### src/rtl/step_pulse_gen.sv
// step_pulse_gen: turns a debounced push-button level into one-cycle step
// pulses. A press held long enough is flagged as long and then auto-repeats.
// A running step count is kept for the debug display.
//
//   state   | meaning
//   --------+-----------------------------------------------------------
//   IDLE    | button released, waiting for a fresh low->high transition
//   PRESSED | first step issued, counting toward the long-press threshold
//   HELD    | long press reached, issuing a repeat step every REPEAT_CYCLES
module step_pulse_gen #(
   parameter int unsigned LONG_PRESS_CYCLES = 25000000,
   parameter int unsigned REPEAT_CYCLES     = 5000000,
   parameter int unsigned CNT_W             = 25
) (
   input  logic       clk,
   input  logic       rst_n,
   input  logic       btn_level,
   input  logic       en,
   output logic       step_pulse,
   output logic       long_press,
   output logic       held,
   output logic [7:0] step_count
);

   typedef enum logic [1:0] {
      IDLE    = 2'd0,
      PRESSED = 2'd1,
      HELD    = 2'd2
   } state_t;

   localparam logic [CNT_W-1:0] LONG_LAST   = CNT_W'(LONG_PRESS_CYCLES - 1);
   localparam logic [CNT_W-1:0] REPEAT_LAST = CNT_W'(REPEAT_CYCLES - 1);

   state_t           state, state_nxt;
   logic [CNT_W-1:0] hold_cnt, hold_cnt_nxt;
   logic             btn_prev;
   logic             rise;
   logic             issue_step;
   logic             issue_long;

   assign rise = btn_level & ~btn_prev;

   // State, hold counter, edge-detect history and registered outputs.
   // btn_prev resets to 1 so a button held through reset must be released
   // and pressed again before it can produce a step.
   always_ff @(posedge clk or negedge rst_n) begin
      if (!rst_n) begin
         state      <= IDLE;
         hold_cnt   <= '0;
         btn_prev   <= 1'b1;
         step_pulse <= 1'b0;
         long_press <= 1'b0;
         held       <= 1'b0;
         step_count <= 8'd0;
      end else begin
         state      <= state_nxt;
         hold_cnt   <= hold_cnt_nxt;
         btn_prev   <= btn_level;
         step_pulse <= issue_step & en;
         long_press <= issue_long & en;
         held       <= (state_nxt == HELD);
         if (issue_step && en) begin
            step_count <= step_count + 8'd1;
         end
      end
   end

   // Next-state and pulse-issue decode; release is checked before the
   // threshold so a release on the threshold edge issues nothing.
   always_comb begin
      state_nxt    = state;
      hold_cnt_nxt = hold_cnt;
      issue_step   = 1'b0;
      issue_long   = 1'b0;
      unique case (state)
         IDLE: begin
            if (rise) begin
               issue_step   = 1'b1;
               state_nxt    = PRESSED;
               hold_cnt_nxt = '0;
            end
         end
         PRESSED: begin
            if (!btn_level) begin
               state_nxt    = IDLE;
               hold_cnt_nxt = '0;
            end else if (hold_cnt == LONG_LAST) begin
               issue_step   = 1'b1;
               issue_long   = 1'b1;
               state_nxt    = HELD;
               hold_cnt_nxt = '0;
            end else begin
               hold_cnt_nxt = hold_cnt + 1'b1;
            end
         end
         HELD: begin
            if (!btn_level) begin
               state_nxt    = IDLE;
               hold_cnt_nxt = '0;
            end else if (hold_cnt == REPEAT_LAST) begin
               issue_step   = 1'b1;
               hold_cnt_nxt = '0;
            end else begin
               hold_cnt_nxt = hold_cnt + 1'b1;
            end
         end
         default: begin
            state_nxt    = IDLE;
            hold_cnt_nxt = '0;
         end
      endcase
   end

endmodule

### config.mk
export PLATFORM = sky130hd
export DESIGN_NAME = step_pulse_gen
export DESIGN_NICKNAME = d
export VERILOG_FILES = /design/src/rtl/step_pulse_gen.sv
export SDC_FILE = /design/constraint.sdc
export NUM_CORES = 1
export LEC_CHECK = 0
export BUFFER_PORTS_ARGS = -buffer_cell sky130_fd_sc_hd__buf_2
export CAP_MARGIN = 20
export CORE_MARGIN = 8
export CORE_UTILIZATION = 60
export CTS_CLUSTER_DIAMETER = 40
export CTS_CLUSTER_SIZE = 16
export DETAILED_ROUTE_END_ITERATION = 10
export PLACE_DENSITY = 0.81
export SLEW_MARGIN = 10
export SYNTH_ARGS = -nofsm -noshare
export SYNTH_HDL_FRONTEND = slang
export SYNTH_SLANG_ARGS = --single-unit
### constraint.sdc
create_clock -name clk -period 2.6 [get_ports clk]
set_clock_uncertainty 0.1 [all_clocks]
set_input_delay 0.13 -clock clk [delete_from_list [all_inputs] [get_ports clk]]
set_output_delay 0.13 -clock clk [all_outputs]
set_load 0.005 [all_outputs]
==> results_dict.tcl, run 1 <==
set metrics [dict create \
    dieWidth_um 79.2 \
    gp_congestion 0.870 \
    synthesis.area_sq_um 2400 \
    grt_max_degree 40 \
    drtAntennaViolNets 0 \
    maxSlewViolCount 0 \
    yosysWarningCount 0 \
    path_class "reg2reg" \
    die_h_um 79.2 \
    grt_use_met2_pct 32.2 \
    htreeDepth 2 \
    ctsLongestPathBuffers 2 \
    cp-start-kind "register" \
    cellPowerDensity_nw_per_um2 591 \
    gr-total-overflow 0 \
    nNetsFinal 307 \
    dp_hpwl_um 3990 \
    port_buffers 14 \
    antenna_found_initial 0 \
    grt_use_met1_pct 23.7 \
    start_util_pct 61.3 \
    fin_crit_ps 2480 \
    syn_area_per_cell_sq_um 8.75 \
    hold_violations 0 \
    drc 0 \
    arrival_ps 2560 \
    grt_usage_pct 19.1 \
    setup_viol 0 \
    max_cap_violations 0 \
    drtIter0Drc 146 \
    io_pins 15 \
    hp-class "reg2reg" \
    grt_pass1_wl_um 9850 \
    slew_headroom_pct 41.6 \
    cp.required_ps 2680 \
    fillers 324 \
    via_count 2154 \
    fmaxAchievable_mhz 403 \
    seq_area_frac_synth_pct 40.8 \
    clkLatencyLatePin_ps 290 \
    rsz0062_at_grt "true" \
    diodes 0 \
    fin_cells 348 \
    drive_gt1_share_pct 15.4 \
    numClockSinks 39 \
    routedWlPerCell_um 16.1 \
    synthCells 274 \
    syn_nets 284 \
    wirelength_um 5610 \
    rows 23 \
    irDropWorstVdd_v 0.000322 \
    die_area_sq_um 6270 \
    core_area_sq_um 3910 \
    via_per_inst 6.19 \
    outcome "finished clean" \
    worst_pin_slew_ps 876 \
    drt_first_pass_iters 5 \
    finalCritPeriodShare_pct 95.5 \
    dp_cells 337 \
    syn_to_final_growth_pct 14.4 \
    grt_busiest_layer "met2" \
    crit_path_end_kind "register" \
    clock-root-buffer "clkbuf_8" \
    cts.clk_slew.worst_paths_ps 80 \
    leakage_nw 1.20 \
    use_met3_pct 4.29 \
    numCtsBuffers 5 \
    ys_seq_elements 39 \
    hold_slack_ps 376 \
    cts_tree "built" \
    postLayoutCoreUtil_pct 70.0 \
    worstPathMaxFanout 7 \
    grt_pass1_vias 2119 \
    ys_types 41 \
]
[stage by stage]
stage                     worst slack (ps)  cell area, sq um  setup TNS (ps)  total power [W]
after floorplan                        270              2400               0         0.000939
after global placement                 161              2580               0          0.00108
after detailed placement              38.3              2580               0          0.00110
after CTS                             28.3              2730               0          0.00163
after global routing                 -10.3              2740           -10.3          0.00171
final                                  116              2740               0          0.00162
[cell usage in the layout (no fill, tap or decap), types with 3 or more instances in the layout]
cell           instances
a2111oi_2              4
nand4_1                6
o21ai_0                9
buf_2                 14
and2_1                 7
a22oi_1                4
nand2_1               49
o211ai_1               8
ha_1                   6
nor3_1                 7
o21a_1                 3
buf_4                 11
o2111ai_1             11
nor2_1                16
dlygate4sd3_1          3
nor2b_1                3
nor4_1                 4
a21boi_2               3
xnor2_1                3
xor2_1                 9
dfrtp_1               38
inv_1                 13
and3_1                 7
o221ai_1               9
clkbuf_8               6
nand3_1               18
[cell usage after synthesis]
cell,n,area [sq um]
a22oi_1,4,30.0
nor4_2,1,12.5
a21o_1,1,7.51
dfstp_2,1,26.3
or3_1,2,12.5
ha_1,6,75.1
o2111ai_1,11,96.3
nand4b_1,2,17.5
a21boi_1,3,22.5
or4bb_1,2,22.5
nor3b_1,1,7.51
o21a_1,3,22.5
nand2_1,49,184
o21ai_0,9,45.0
nand4_1,6,37.5
o211ai_1,8,60.1
nand3_1,18,90.1
a2111oi_1,3,30.0
nor4_4,1,21.3
and2_1,7,43.8
or2_2,1,6.26
xnor2_1,3,26.3
xor2_1,9,78.8
clkbuf_1,12,45.0
or4b_1,2,20.0
a2111oi_2,1,15.0
and3_1,7,43.8
a21oi_1,2,10.0
inv_1,13,48.8
o221ai_1,9,78.8
mux2_2,1,11.3
nor2_1,16,60.1
nor4_1,4,25.0
o21ai_1,1,5.00
a211oi_1,2,15.0
and4_1,2,17.5
nor3_1,7,35.0
dfrtp_1,38,951
o21ai_2,1,8.76
nor2b_1,3,18.8
nand2b_1,2,12.5
[state kept, by name, indices dropped and copies added, names as in the netlist]
name,cells
btn_prev,1
state,2
held,1
hold_cnt,25
step_count,8
long_press,1
step_pulse,1
[cell type report]
class,instances,area (sq um),share of cell area [%]
tap,50,62.6,2.28
inverter,13,48.8,1.78
multi-input combinational,210,1350,49.3
clock inverter,2,35.0,1.28
sequential,39,977,35.6
clock buffer,6,82.6,3.01
timing repair buffer,28,183,6.66
[worst max-delay path, cell delays in order, from the launching register on]
cell and delay (ps):
dfrtp_1 440, or4bb_1 550, nor4_4 450, o21ai_2 220, a21oi_1 250, mux2_2 360
[final timing paths]
kind / startpoint / to / slack, ps / depth (start not counted)
max: hold_cnt[4] / step_count[1] / 120 / 5
min: step_count[7] / step_count[7] / 380 / 1
max reg2reg: hold_cnt[4] / step_count[1] / 120 / 5
min reg2reg: step_count[7] / step_count[7] / 380 / 1
max in group asynchronous: rst_n / hold_cnt[18] / 1460 / 2
min in group asynchronous: rst_n / hold_cnt[16] / 390 / 2
[routing by layer]
| metal | part of all wire, % | vias up |
|---|---|---|
| met1 | 44 | 1039 |
| met4 | 1.4 | 0 |
| li1 | - | 1051 |
| met5 | 0 | - |
| met3 | 5.1 | 10 |
| met2 | 49 | 54 |
[power by group]
group,leakage (nW),switching (W),internal [W]
clock,0.0612,0.000212,0.000310
sequential,0.533,0.0000609,0.000648
combinational,0.607,0.000256,0.000135
[cell families after synthesis]
kind of cell	synth area share [%]
AND/OR/NAND/NOR	28.7
AO/OA/AOI/OAI	18.6
flip-flops	40.8
buffers and inverters	3.91
XOR/XNOR	4.38
adder cells (fa/ha/maj)	3.13
multiplexers	0.470
[repair_timing]
item | CTS | global route
setup endpoints to repair | 0 | 3
resized for setup | 0 | 3
buffers inserted | 0 | 0
endpoints found under the hold margin | 40 | 0
hold buffers | 3 | 0
(Power assumes the default switching activity.)
==> inputs of run 2 (changes only) <==
--- a/config.mk
+++ b/config.mk
@@ -7,8 +7,10 @@
 export LEC_CHECK = 0
 export BUFFER_PORTS_ARGS = -buffer_cell sky130_fd_sc_hd__buf_2
 export CAP_MARGIN = 20
+export CELL_PAD_IN_SITES_DETAIL_PLACEMENT = 1
+export CELL_PAD_IN_SITES_GLOBAL_PLACEMENT = 1
 export CORE_MARGIN = 8
-export CORE_UTILIZATION = 60
+export CORE_UTILIZATION = 46
 export CTS_CLUSTER_DIAMETER = 40
 export CTS_CLUSTER_SIZE = 16
 export DETAILED_ROUTE_END_ITERATION = 10
==> run 2 against run 1 <==
Against the previous run: clock-buffer cell count decreased by 1; critical path type unchanged; utilization fell by 15 points; critical path depth up 1; design area increased by 1.5%; cell count increased by 6.3%; flip-flop and latch count unchanged.
==> results_dict.tcl, run 2 (synthesized netlist as in run 1, its figures left out) <==
set metrics [dict create \
    diodes 0 \
    crit_start "hold_cnt[4]" \
    cts_tree "built" \
    antenna_found_initial 0 \
    clock-root-buffer "clkbuf_8" \
    drive_gt1_share_pct 15.3 \
    drtIter0Drc 128 \
    grt_pass1_vias 2345 \
    gp_congestion 0.790 \
    core_area_sq_um 5070 \
    nNetsFinal 309 \
    numClockSinks 39 \
    dieWidth_um 88.2 \
    drtAntennaViolNets 0 \
    outcome "finished clean" \
    numCtsBuffers 5 \
    ctsLongestPathBuffers 2 \
    timing.rr.start "hold_cnt[4]" \
    wirelength_um 6530 \
    grt_max_degree 40 \
    fmaxAchievable_mhz 409 \
    cellPowerDensity_nw_per_um2 591 \
    gr-total-overflow 0 \
    start_util_pct 47.2 \
    port_buffers 14 \
    via_count 2209 \
    worstPathMaxFanout 7 \
    irDropWorstVdd_v 0.000296 \
    hold_violations 0 \
    fin_crit_ps 2440 \
    rsz0062_at_grt "false" \
    path_delay_family "simple AND/OR/NAND/NOR gates" \
    die_area_sq_um 7780 \
    grt_usage_pct 18.7 \
    setup_tns_ps 0 \
    setup_viol 0 \
    routedWlPerCell_um 17.6 \
    drc 0 \
    top_regs "hold_cnt (25), step_count (8), state (2)" \
    r2r_cells 6 \
    finalCritPeriodShare_pct 94.0 \
    max_cap_violations 0 \
    slowest_delay_ps 560 \
    critPathCapture "step_count[5]" \
    worst_pin_slew_ps 879 \
    fin_cells 370 \
    arrival_ps 2580 \
    slew_headroom_pct 41.4 \
    slowest_stage "or4bb_1" \
    rr_endpoint "step_count[5]" \
    layout_commonest_cell "nand2_1" \
    crit_path_end_kind "register" \
    fillers 615 \
    cts.clk_slew.worst_paths_ps 90 \
    crit_cells 6 \
    io_pins 15 \
    htreeDepth 2 \
    clkLatencyLatePin_ps 300 \
    die_h_um 88.2 \
    cp.required_ps 2730 \
    hp-class "reg2reg" \
    largest_reg_flops 25 \
    cp_num_buf_inv 1 \
    grt_pass1_wl_um 11400 \
    top_register "hold_cnt" \
    via_per_inst 5.97 \
    drt_first_pass_iters 4 \
    dp_cells 358 \
    final_cell_mix "nand2_1, dfrtp_1, nand3_1" \
    crit_chain "or4bb_1 -> nor4_4 -> buf_4 -> o21ai_2 -> a2111oi_1 -> xor2_1" \
    dp_hpwl_um 4560 \
    worst-r2r-setup-slack_ps 160 \
    cp-start-kind "register" \
    rows 26 \
    leakage_nw 1.21 \
    path_class "reg2reg" \
    syn_to_final_growth_pct 16.1 \
    maxSlewViolCount 0 \
]
run 2: repair_timing:
| item | CTS | global route |
|---|---|---|
| resized for setup | 0 | 1 |
| hold buffers | 3 | 0 |
| hold endpoints to repair | 40 | 0 |
| buffers inserted | 0 | 1 |
| endpoints found under the setup margin | 0 | 13 |
run 2: worst min-delay path by stage:
stage                              from       endpoint  slack [ps]  cells past startpoint
after floorplan                   rst_n           held        -270                      0
after global placement            rst_n    hold_cnt[2]         210                      1
after detailed placement          rst_n    hold_cnt[3]         210                      1
after CTS                 step_count[7]  step_count[7]         380                      1
after global routing      step_count[7]  step_count[7]         380                      1
final                     step_count[7]  step_count[7]         370                      1
run 2: routing by layer:
metal	vias to the layer above	global-route usage, %	share of wire, %	wire length, um
met1	1112	23.3	45	2940
li1	1054	-	-	-
met2	35	31.8	50	3270
met5	-	0	0	0
met4	0	6.76	1.7	109
met3	8	2.81	3.1	204
run 2: stage by stage:
| stage | worst slack [ps] | total power, W | instance area (sq um) | hold WS [ps] | utilization [%] |
|---|---|---|---|---|---|
| finish | 156 | 0.00165 | 2780 | 372 | 54.8 |
| global route | 68.5 | 0.00174 | 2780 | 384 | 54.8 |
| CTS | 11.5 | 0.00166 | 2770 | 377 | 54.6 |
| detailed placement | 26.7 | 0.00113 | 2620 | 205 | 51.7 |
| global placement | 142 | 0.00111 | 2620 | 206 | 51.7 |
| floorplan | 270 | 0.000939 | 2400 | -266 | - |
run 2: cell type report:
type	count	area (sq um)	area share [%]
tap	70	87.6	3.15
inverter	13	48.8	1.75
timing repair buffer	30	210	7.55
clock inverter	3	47.5	1.71
clock buffer	5	68.8	2.47
multi-input combinational	210	1340	48.2
sequential	39	977	35.1
run 2: report_power, final:
part	internal, W	switching, W	leakage [nW]
sequential	0.000648	0.0000601	0.533
clock	0.000291	0.000238	0.0587
combinational	0.000145	0.000264	0.622
